<file path="src/rtl/ps2_pkg.sv">
// Shared PS/2 definitions for the host transmitter and the keyboard receiver:
// FSM state encoding, frame length and the odd-parity helper.
package ps2_pkg;

  // Host-to-device transfer phases, in the order a frame walks through them.
  typedef enum logic [2:0] {
    ST_IDLE      = 3'd0,
    ST_INHIBIT   = 3'd1,
    ST_START     = 3'd2,
    ST_DATA      = 3'd3,
    ST_PARITY    = 3'd4,
    ST_STOP      = 3'd5,
    ST_WAIT_IDLE = 3'd6,
    ST_DONE      = 3'd7
  } ps2State_t;

  // Start, eight data bits, parity, stop.
  localparam int PS2_FRAME_BITS = 11;

  // PS/2 uses odd parity: the nine bits data+parity hold an odd number of ones.
  function automatic logic oddParity(input logic [7:0] d);
    return ~^d;
  endfunction

  // Frame as it appears on the wire, bit 0 first: start 0, D0..D7, parity, stop 1.
  function automatic logic [PS2_FRAME_BITS-1:0] buildFrame(input logic [7:0] d);
    return {1'b1, oddParity(d), d, 1'b0};
  endfunction

endpackage

</file>
<file path="src/rtl/ps2_fall_detect.sv">
// Registered falling-edge detector for an already synchronised PS/2 line.
// The pulse appears one clk after the line is first seen low, so a consumer
// that registers its response lands two clk cycles after the line fell.
module ps2_fall_detect (
  input  logic clk,
  input  logic reset,
  input  logic level,
  output logic fall
);

  logic prevLevel;

  // Remember the previous level and flag a high-to-low transition.
  always_ff @(posedge clk or negedge reset) begin
    if (!reset) begin
      prevLevel <= 1'b0;
      fall      <= 1'b0;
    end else begin
      prevLevel <= level;
      fall      <= prevLevel & ~level;
    end
  end

endmodule

</file>
<file path="src/rtl/ps2_host_tx.sv">
// PS/2 host-to-device transmitter: sends one command byte to the keyboard
// over the open-drain clock/data pair. Outputs are open-drain enables
// (1 = pull the line low); all outputs are registered.
// Optional build macro PS2_TX_TIMEOUT_EN adds a watchdog on device clocking.
//
// Handshake: txData is taken on a rising clk edge where txValid && txReady;
// txReady is high only while idle, so a request raised during a transfer
// simply waits until the block returns to idle.
module ps2_host_tx
  import ps2_pkg::*;
#(
  parameter int INHIBIT_CYCLES = 1350,
  parameter int TIMEOUT_CYCLES = 27000
) (
  input  logic       clk,
  input  logic       reset,
  input  logic       ps2Clk,
  input  logic       ps2Data,
  input  logic [7:0] txData,
  input  logic       txValid,
  output logic       txReady,
  output logic       ps2ClkOe,
  output logic       ps2DataOe,
  output logic       busy,
  output logic       done,
  output logic       error,
  output ps2State_t  dbgState
);

  localparam logic [15:0] INH_LAST = 16'(INHIBIT_CYCLES - 1);

  ps2State_t                 state, stateNext;
  logic [15:0]               inhCnt, inhCntNext;
  logic [3:0]                bitCnt, bitCntNext;
  logic [PS2_FRAME_BITS-1:0] frameReg, frameNext;
  logic                      dataOeQ, dataOeNext;
  logic                      errFlag, errNext;
  logic                      clkOeQ, readyQ, busyQ, doneQ, errorQ;
  logic                      fall;

`ifdef PS2_TX_TIMEOUT_EN
  localparam logic [15:0] WD_LAST = 16'(TIMEOUT_CYCLES - 1);
  logic [15:0] wdCnt, wdCntNext;
  logic        wdActive;
`endif

  ps2_fall_detect uFall (
    .clk   (clk),
    .reset (reset),
    .level (ps2Clk),
    .fall  (fall)
  );

  // State, counters, frame and registered line/handshake outputs.
  always_ff @(posedge clk or negedge reset) begin
    if (!reset) begin
      state    <= ST_IDLE;
      inhCnt   <= '0;
      bitCnt   <= '0;
      frameReg <= '0;
      dataOeQ  <= 1'b0;
      errFlag  <= 1'b0;
      clkOeQ   <= 1'b0;
      readyQ   <= 1'b1;
      busyQ    <= 1'b0;
      doneQ    <= 1'b0;
      errorQ   <= 1'b0;
    end else begin
      state    <= stateNext;
      inhCnt   <= inhCntNext;
      bitCnt   <= bitCntNext;
      frameReg <= frameNext;
      dataOeQ  <= dataOeNext;
      errFlag  <= errNext;
      clkOeQ   <= (stateNext == ST_INHIBIT);
      readyQ   <= (stateNext == ST_IDLE);
      busyQ    <= (stateNext != ST_IDLE) && (stateNext != ST_DONE);
      doneQ    <= (stateNext == ST_DONE);
      errorQ   <= (stateNext == ST_DONE) && errNext;
    end
  end

`ifdef PS2_TX_TIMEOUT_EN
  // Watchdog counter: restarts on every device clock edge and on every state change.
  always_ff @(posedge clk or negedge reset) begin
    if (!reset) wdCnt <= '0;
    else        wdCnt <= wdCntNext;
  end
`endif

  // Next-state and next-output logic for the transfer sequence.
  always_comb begin
    stateNext  = state;
    inhCntNext = inhCnt;
    bitCntNext = bitCnt;
    frameNext  = frameReg;
    dataOeNext = dataOeQ;
    errNext    = errFlag;

    case (state)
      ST_IDLE: begin
        if (txValid && txReady) begin
          stateNext  = ST_INHIBIT;
          inhCntNext = '0;
          bitCntNext = '0;
          frameNext  = buildFrame(txData);
          errNext    = 1'b0;
          // The start bit overlaps the last inhibit cycle; with a one-cycle
          // inhibit that cycle is the very first one.
          dataOeNext = (INHIBIT_CYCLES == 1);
        end
      end

      ST_INHIBIT: begin
        if (inhCnt == INH_LAST) begin
          stateNext  = ST_START;
          inhCntNext = '0;
          dataOeNext = 1'b1;
        end else begin
          inhCntNext = inhCnt + 16'd1;
          dataOeNext = ((inhCnt + 16'd1) == INH_LAST);
        end
      end

      ST_START: begin
        if (fall) begin
          stateNext  = ST_DATA;
          bitCntNext = 4'd1;
          dataOeNext = ~frameReg[bitCntNext];
        end
      end

      ST_DATA: begin
        if (fall) begin
          bitCntNext = bitCnt + 4'd1;
          dataOeNext = ~frameReg[bitCntNext];
          // Index 8 is D7; the edge after it puts parity on the line.
          if (bitCnt == 4'd8) stateNext = ST_PARITY;
        end
      end

      ST_PARITY: begin
        if (fall) begin
          stateNext  = ST_STOP;
          bitCntNext = 4'd10;
          // Stop bit is 1, so the data line is released.
          dataOeNext = ~frameReg[bitCntNext];
        end
      end

      ST_STOP: begin
        if (fall) begin
          stateNext = ST_WAIT_IDLE;
          // Device acknowledges by holding data low on this edge.
          errNext   = ps2Data;
        end
      end

      ST_WAIT_IDLE: begin
        if (ps2Clk && ps2Data) stateNext = ST_DONE;
      end

      ST_DONE: begin
        stateNext  = ST_IDLE;
        bitCntNext = '0;
        frameNext  = '0;
        dataOeNext = 1'b0;
      end

      default: begin
        stateNext = ST_IDLE;
      end
    endcase

`ifdef PS2_TX_TIMEOUT_EN
    wdActive = (state == ST_START) || (state == ST_DATA) || (state == ST_PARITY) ||
               (state == ST_STOP) || (state == ST_WAIT_IDLE);
    // A device edge in the expiry cycle counts as progress, not a timeout.
    if (wdActive && !fall && (wdCnt == WD_LAST)) begin
      stateNext  = ST_DONE;
      dataOeNext = 1'b0;
      errNext    = 1'b1;
    end
    if (!wdActive || fall || (stateNext != state)) wdCntNext = '0;
    else                                           wdCntNext = wdCnt + 16'd1;
`endif
  end

  assign txReady   = readyQ;
  assign ps2ClkOe  = clkOeQ;
  assign ps2DataOe = dataOeQ;
  assign busy      = busyQ;
  assign done      = doneQ;
  assign error     = errorQ;
  assign dbgState  = state;

endmodule

</file>
<file path="config.mk">
export PLATFORM = sky130hd
export DESIGN_NAME = ps2_host_tx
export DESIGN_NICKNAME = d
export VERILOG_FILES = /design/src/rtl/ps2_pkg.sv /design/src/rtl/ps2_fall_detect.sv /design/src/rtl/ps2_host_tx.sv
export SDC_FILE = /design/constraint.sdc
export NUM_CORES = 1
export LEC_CHECK = 0
export CAP_MARGIN = 20
export CORE_AREA = 10 10 96 90
export CTS_CLUSTER_DIAMETER = 200
export DETAILED_ROUTE_END_ITERATION = 16
export DIE_AREA = 0 0 106 100
export GPL_TIMING_DRIVEN = 0
export PLACE_DENSITY_LB_ADDON = 0.3
export RECOVER_POWER = 25
export SYNTH_ARGS = -nofsm -noshare
export SYNTH_HDL_FRONTEND = slang
export SYNTH_SLANG_ARGS = --single-unit
</file>
<file path="constraint.sdc">
create_clock -name clk -period 4 [get_ports clk]
set_clock_uncertainty 0.1 [all_clocks]
set_input_delay 0.4 -clock clk [delete_from_list [all_inputs] [get_ports clk]]
set_output_delay 0.4 -clock clk [all_outputs]
set_load 0.05 [all_outputs]
</file>
Word-level counts from Yosys, hierarchy flattened
Index checks and enable logic that the tools add are counted.
{"block": "op_classes", "n_addsub": 2, "order_cmp": 1, "n_eq_ne": 17, "n_mux": 30, "n_bitwise": 5, "n_reduce_logical": 16}
{"op": "$eq 16x11->1 const B", "n": 2}
{"op": "$mux 16", "n": 2}
{"op": "$pmux 16 s2", "n": 1}
{"op": "$mux 3", "n": 8}
{"op": "$pmux 3 s8", "n": 1}
{"op": "$pmux 11 s2", "n": 1}
{"op": "$pmux 4 s5", "n": 1}
{"op": "$add 16x1->16 const B", "n": 1}
{"op": "$mux 4", "n": 4}
{"op": "$eq 3x3->1 const B", "n": 5}
{"op": "$mux 11", "n": 1}
{"op": "$reduce_and 5->1", "n": 2}
{"op": "$mux 1", "n": 8}
{"op": "$reduce_xnor 8->1", "n": 1}
{"op": "$eq 3x1->1 const B", "n": 2}
{"op": "$eq 3x2->1 const B", "n": 2}
{"op": "$logic_not 3->1", "n": 2}
{"op": "$ne 2x1->1 const B", "n": 3}
{"op": "$pmux 1 s6", "n": 1}
{"op": "$reduce_bool 6->1", "n": 1}
{"op": "$lt 4x5->1 const B", "n": 1}
{"op": "$reduce_bool 5->1", "n": 1}
{"op": "$add 4x1->4 const B", "n": 1}
{"op": "$bmux 1 s4", "n": 1}
{"op": "other kinds (10)", "n": 18}
{"block": "word_totals", "ff_bits": 43, "input_bits": 13, "output_inout_bits": 9, "elab_cells": 84}

Depth between registers and ports, before layout
Gate-level depths: netlist of run 1.
{"block": "logic_depth", "word_depth": 6, "ltp_mapped": 10}

Hierarchy
Synthesis of run 1 repeated with hierarchy kept, for this count alone.
{"block": "hier_totals", "cells_unflattened": 300, "area_unflattened_um2": 2577.5}
{"mod": "ps2_host_tx", "n_inst": 1, "cells_per_inst": 297, "area_per_inst_um2": 2513.7, "seq_area_each_um2": 1002.2}
{"mod": "ps2_fall_detect", "n_inst": 1, "cells_per_inst": 3, "area_per_inst_um2": 63.8, "seq_area_each_um2": 50.0}

Least setup slack after synthesis of run 1
No wires, ideal clock.
{"block": "synth_timing", "path_kind": "reg-to-reg", "startpoint": "register inhCnt[9]", "endpoint": "register inhCnt[12]", "setup_time_ns": 0.129, "arrival_time_ns": 2.045, "slack_ns": 1.726, "stages_incl_launch_ff": 10, "synth_period_minus_slack_ns": 2.274, "cell_sequence": "dfrtp_1 buf_6 or4b_4 or4_4 buf_6 nand2_4 buf_6 nor2_2 o21ai_2 o41ai_1"}
{"block": "synth_between", "elab_chain_cells": 3, "elab_cells_between_ends": 4}
{"item": "start: declaration", "line_no": "ps2_host_tx.sv:33", "source": "logic [15:0] inhCnt, inhCntNext;"}
{"item": "start signal: assignment", "line_no": "ps2_host_tx.sv:70", "source": "inhCnt <= inhCntNext;"}
{"item": "$add 16x1->16 or $eq 16x11->1 (tied branches)", "line_no": "ps2_host_tx.sv:120, ps2_host_tx.sv:115"}
{"item": "$mux 16 *", "line_no": "ps2_host_tx.sv:115", "source": "if (inhCnt == INH_LAST) begin"}
{"item": "$pmux 16 s2 *", "line_no": "ps2_host_tx.sv:100", "source": "case (state)"}
Every way passes the cells marked *; elsewhere a longest branch is shown, timed or not.
A chain may end at the register's enable or synchronous reset.

==> results of run 1 <==
## final timing paths
check	slack [ps]	to	depth (start not counted)
max	1390	inhCnt[11]	3
min	360	uFall.fall	1
max reg2reg	1560	inhCnt[12]	8
min reg2reg	360	uFall.fall	1
max in group clk	1560	inhCnt[12]	8
min in group asynchronous	650	busy	2
## worst max-delay path: stages
cell	delay (ps)
dlygate4sd3_1	520
clkbuf_1	690
clkbuf_1	1070
## where the power goes
part | leakage (nW) | internal, W | switching [W]
Combinational | 0.617 | 0.000349 | 0.000467
Sequential | 0.528 | 0.000559 | 0.000109
Clock | 0.0514 | 0.000186 | 0.000149
Total | 1.20 | 0.00109 | 0.000725
## logic make-up after synthesis
family                   Yosys count
AO/OA/AOI/OAI                     71
AND/OR/NAND/NOR                  125
multiplexers                       6
XOR/XNOR                          18
buffers and inverters             24
flip-flops                        42
adder cells (fa/ha/maj)            5
## metrics by stage
| stage | total power, W | std cells | util (%) | hold slack (ps) | setup slack, ps |
|---|---|---|---|---|---|
| global placement | 0.00147 | 405 | 43.2 | 349 | 1260 |
| detailed placement | 0.00150 | 406 | 43.4 | 262 | 1560 |
| finish | 0.00182 | 415 | 44.9 | 363 | 1390 |
| CTS | 0.00184 | 415 | 45.2 | 368 | 1540 |
| floorplan | 0.00128 | 291 | - | 4.41 | 1730 |
| global route | 0.00197 | 415 | 44.9 | 388 | 914 |
## synth_stat cells, types with 3 or more instances
| library cell | n |
|---|---|
| a21oi_1 | 14 |
| buf_6 | 3 |
| xnor2_1 | 10 |
| o21ai_0 | 20 |
| nand2b_1 | 3 |
| xor2_1 | 8 |
| nand4b_1 | 3 |
| dfrtp_1 | 41 |
| o21ai_1 | 13 |
| ha_1 | 5 |
| nand3_1 | 16 |
| o211ai_1 | 5 |
| clkbuf_1 | 8 |
| mux2i_1 | 4 |
| inv_1 | 6 |
| clkbuf_8 | 3 |
| nand4_1 | 4 |
| buf_4 | 3 |
| nor4_1 | 3 |
| nor2b_1 | 3 |
| nor3_1 | 10 |
| nand2_1 | 43 |
| nor2_1 | 22 |
## layer usage
layer  vias up  wire length (um)  GRT usage [%]
met1      1025              2710           14.6
met2        37              2840           19.8
met4         0                78           4.27
met3         6               246           2.75
met5         -                 0              0
li1       1102                 -              -
## cell type report
| cell class | count | area share (%) |
|---|---|---|
| Sequential cell | 42 | 34.7 |
| Multi-Input combinational cell | 225 | 45.5 |
| Timing Repair Buffer | 23 | 7.18 |
| Buffer | 18 | 4.37 |
| Tap cell | 93 | 3.84 |
| Clock buffer | 6 | 2.39 |
| Clock inverter | 2 | 1.24 |
| Inverter | 6 | 0.743 |
## state kept, by name, indices dropped and copies added (netlist names)
name             flops
bitCnt               4
busy                 1
dbgState             3
done                 1
errFlag              1
error                1
frameReg            10
inhCnt              16
ps2ClkOe             1
ps2DataOe            1
txReady              1
uFall.fall           1
uFall.prevLevel      1
## timing repair
action,4_1_cts,5_1_grt
endpoints found under the hold margin,16,0
resized for setup,0,0
setup endpoints to repair,0,0
hold buffers,1,0
buffers inserted,0,0
==> summary.txt, run 1 <==
Floorplan
  • Core ar.: 6750 um^2
  • Std-Cell Rows: 29
  • Die H: 100 um
  • Die Wd: 106 um
  • Starting Density: 38.4%
  • I/O pin cnt: 22
  • Die area: 10600 um^2

Clocking
  • Skew-Pair Late Insertion Delay: 300 ps
  • Maximum buffer depth of the clock tree: 2
  • Root Driver: clkbuf_8
  • Htree depth: 2
  • Clock sink count: 42
  • CTS tree: built
  • Num CTS Buffers: 5
  • Clk slew on worst S/H paths: 80 ps

Worst setup path
  • Crit-path max FO: 25
  • Critical Path AT: 2690 ps
  • RR Startpoint: inhCnt[7]
  • Crit path kind: input pin to asynchronous set/reset pin
  • CP startpoint: reset
  • Kind of end point of the critical path: asynchronous set/reset pin
  • Crit start category: input pin
  • Required @ worst endpoint: 4080 ps

Synthesis
  • Yosys warns: 0
  • Mux share of post-synthesis cell area: 2.85%
  • Top cells by area, synth: dfrtp_1 40%, nand2_1 6.2%, o21ai_0 3.9%
  • Synth Area in Adders: 2.42%
  • Post-Synth Simple-Gate Area: 25.3%
  • Sequential-to-total area share from yosys stat: 40.6%
  • Synth area leader: dfrtp_1
  • Mean post-synth cell area: 8.90 um^2
  • Largest family of logic cells by synthesized area: simple AND/OR/NAND/NOR gates
  • EDFF count, synth: 0
  • Top FF cell, synth: dfrtp_1
  • Syn_nets: 309
  • Compound-Gate Fraction of Synth Area: 16.7%
  • Post-synthesis xor/xnor area fraction: 6.09%
  • Synthesized area: 2590 um^2
  • Post-Synthesis Cells: 291
  • Post-synth ARST share: 100%
  • Top-area cell type share of the netlist area: 39.6%
  • Number of synthesized register bits: 42
  • Synth unique cells: 57

Global routing
  • Global Route Usage Sum: 11.8%
  • Global route overflow: 0
  • Pin count of the biggest net entering global routing: 26
  • Initial antenna violation count: 0
  • First-pass GRT wire length: 10500 um
  • Number of global-route vias before repair: 2274

Final layout
  • Finished Cell Area: 3030 um^2
  • NumNets Final: 339
  • Commonest non-fill, non-tap cell in the layout: nand2_1
  • Area of the multi-input gates: 1380 um^2
  • Commonest cells after routing, fill and taps aside: 43 x nand2_1, 41 x dfrtp_1, 22 x nor2_1
  • P&R area growth vs syn: 17.2%
  • FF/Latch Area: 1050 um^2
  • Share of layout cells above drive strength 1: 9.32%
  • Antenna cell count: 0
  • Fill cell count: 664

Pwr
  • Leakage power: 1.20 nW
  • Worst VDD drop: 0.271 mV
  • PD cells: 600 nW/um^2

Routing
  • Vias per inst: 5.23
  • Pre-antenna DRT Iters: 4
  • Initial DRC Count: 99
  • Vias: 2170
  • Drt total wl: 5870 um
  • DRC viols: 0
  • Post-route ant nets: 0
  • Average routed wire per standard cell: 14.1 um

Placement
  • I/O Buffers: 21
  • Detail Placement HPWL: 4330 um
  • Dpl cell area: 2930 um^2
  • GP Congestion: 0.866

STA
  • Final TNS setup: 0 ps
  • RSZ-0062 raised after global routing: false
  • Crit path time final: 2610 ps
  • Max-slew violations: 0
  • Setup violations, final: 0
  • Worst-margin pin slew: 1370 ps
  • Relative slew slack: 8.63%
  • Final hold vios: 0
  • Final worst path period share: 65.1%
  • FMAX: 384 MHz

Run status
  • Status: complete, no violations

Hold path
  • Startpoint of the worst hold path: uFall.prevLevel
  • Worst min path class: register to register

Job
  • Max-cap violations: 0
Note: power is estimated with default switching activity, not from simulation.
==> run 2: changes to the inputs <==
Clock period 4 ns to 2.6 ns, I/O delays scaled along.
==> run 2 against run 1 <==
Combinational power grew 54%. Largest cell class unchanged. Final area about the same. Register-to-register slack got worse by 1400 ps. Critical endpoint is now inhCnt[12]. First-iteration DRC count did not move. Worst setup slack got worse by 1200 ps.
==> summary.txt, run 2 (same netlist as run 1, synthesis figures left out) <==
Run status
  • Status: complete, no violations

Pwr
  • Clock group share of total power: 18.4% (about the same)
  • Int Power: 0.00168 W (+54%)
  • PD cells: 922 nW/um^2 (+54%)
  • P_sw: 0.00112 W (+54%)
  • Sw Share: 39.9% (about the same)
  • Comb pwr share: 44.9% (about the same)
  • Seq pwr share: 36.7% (about the same)
  • Overall power: 0.00280 W (+54%)
  • Worst VDD drop: 0.418 mV (+54%)
  • Leakage power: 1.20 nW (+0.25%)

Placement
  • Dpl cell area: 2930 um^2 (unchanged)
  • Setup Slack @ Placement: 156 ps (-1400 ps)
  • Detail Placement HPWL: 4330 um (unchanged)
  • GP Congestion: 0.866 (unchanged)
  • I/O Buffers: 21 (unchanged)

Clocking
  • Root Driver: clkbuf_8
  • Num CTS Buffers: 5 (unchanged)
  • Skew-Pair Late Insertion Delay: 300 ps (about the same)
  • Htree depth: 2 (unchanged)
  • Clock sink count: 42 (unchanged)
  • CTS tree: built
  • Clk slew on worst S/H paths: 80 ps (about the same)
  • Post-CTS setup repair buffer count: 0 (unchanged)
  • Maximum buffer depth of the clock tree: 2 (unchanged)

STA
  • FMAX: 410 MHz
  • Setup violations, final: 0 (unchanged)
  • Max-slew violations: 0 (unchanged)
  • Worst-margin pin slew: 935 ps (-436 ps)
  • Final hold vios: 0 (unchanged)
  • Crit path time final: 2440 ps
  • Final worst path period share: 93.8%
  • RSZ-0062 raised after global routing: false
  • Min Hold Slack: 363 ps (-0.0170 ps)
  • Final TNS setup: 0 ps (unchanged)
  • Relative slew slack: 37.7% (+29 points)
  • Setup WS post-layout: 162 ps (-1230 ps)

Global routing
  • Global route overflow: 0 (unchanged)
  • Pin count of the biggest net entering global routing: 26 (unchanged)
  • First-pass GRT wire length: 10500 um (unchanged)
  • Global Route Usage Sum: 11.8% (unchanged)
  • Initial antenna violation count: 0 (unchanged)
  • Number of global-route vias before repair: 2274 (unchanged)

Hold path
  • End point of the worst hold path: uFall.fall
  • Hold path depth: 1 (unchanged)
  • Startpoint of the worst hold path: uFall.prevLevel
  • Worst min path class: register to register

Floorplan
  • Die H: 100 um (unchanged)
  • Die area: 10600 um^2 (unchanged)
  • Starting Density: 38.4% (unchanged)
  • Core ar.: 6750 um^2 (unchanged)
  • I/O pin cnt: 22 (unchanged)
  • Std-Cell Rows: 29 (unchanged)
  • Die Wd: 106 um (unchanged)

Worst setup path
  • R2R setup slack: 160 ps (-1400 ps)
  • Crit path kind: register to register
  • Required @ worst endpoint: 2670 ps (-1410 ps)
  • FF-to-FF path depth: 8 (unchanged)
  • Crit start category: register
  • Reg-to-Reg End: inhCnt[12]
  • Critical Path AT: 2510 ps (-180 ps)
  • RR Startpoint: inhCnt[7]
  • Kind of end point of the critical path: register
  • Crit-path max FO: 10 (-60%)

Routing
  • DRC viols: 0 (unchanged)
  • Pre-antenna DRT Iters: 4 (unchanged)
  • Average routed wire per standard cell: 14.2 um (about the same)
  • Vias: 2171 (+0.046%)
  • Initial DRC Count: 99 (unchanged)
  • Drt total wl: 5870 um (about the same)
  • Post-route ant nets: 0 (unchanged)
  • Vias per inst: 5.23 (about the same)

Job
  • Max-cap violations: 0 (unchanged)

Final layout
  • Commonest cells after routing, fill and taps aside: 43 x nand2_1, 41 x dfrtp_1, 22 x nor2_1
  • Commonest non-fill, non-tap cell in the layout: nand2_1
  • Finished Cell Area: 3030 um^2 (about the same)
  • Top reg by flops: inhCnt
  • Fill cell count: 663 (-0.15%)
  • Share of layout cells above drive strength 1: 9.63% (+0.31 points)
  • Max reg flops: 16 (unchanged)
  • P&R area growth vs syn: 17.2% (about the same)
  • Largest registers: inhCnt: 16 flops, frameReg: 10 flops, bitCnt: 4 flops
  • Antenna cell count: 0 (unchanged)
  • NumNets Final: 339 (unchanged)
-- run 2: area by class of cell --
type	instances	area, um^2	share of cell area [%]
multi-input cells	225	1380	45.5
plain buffers	18	133	4.37
repair buffers	23	219	7.22
well taps	93	116	3.84
flip-flops and latches	42	1050	34.7
clock buffers	6	72.6	2.39
inverters	6	22.5	0.742
clock inverters	2	37.5	1.24
-- run 2: what timing repair did --
action                    CTS  global route
hold buffers                1             0
hold endpoints to repair   16             0
gates resized for setup     0             0
-- run 2: how the worst max path moves through the flow --
| stage | startpoint | endpoint |
|---|---|---|
| global placement | reset | inhCnt[11] |
| global route | inhCnt[0] | ps2DataOe |
| detailed placement | inhCnt[7] | inhCnt[12] |
| finish | inhCnt[7] | inhCnt[12] |
| CTS | inhCnt[7] | inhCnt[12] |
| floorplan | inhCnt[9] | inhCnt[12] |
-- run 2: per-stage QoR --
step / util [%] / std cells
finish: 45.0 / 415
global route: 45.0 / 415
CTS: 45.2 / 415
detailed placement: 43.4 / 406
global placement: 43.2 / 405
floorplan: - / 291
-- run 2: power groups by stage --
stage	registers, W	logic, W	clock network (W)
after floorplan	0.00110	0.000876	0
after global placement	0.00103	0.00123	0
after detailed placement	0.00104	0.00126	0
after CTS	0.00103	0.00127	0.000535
after global routing	0.00106	0.00141	0.000561
final	0.00103	0.00126	0.000516
-- run 2: critical path: stages (launching register included) --
cell,delay [ps]
dfrtp_1,460
or4b_4,580
or4_4,490
buf_6,150
nand2_4,120
buf_6,160
nor2_2,50
o21ai_2,120
o41ai_1,70
-- run 2: per-layer routing --
| metal | track usage, % | part of all wire (%) |
|---|---|---|
| met4 | 4.27 | 1.3 |
| met1 | 14.6 | 46 |
| met3 | 2.75 | 4.2 |
| met5 | 0 | 0 |
| met2 | 19.8 | 48 |
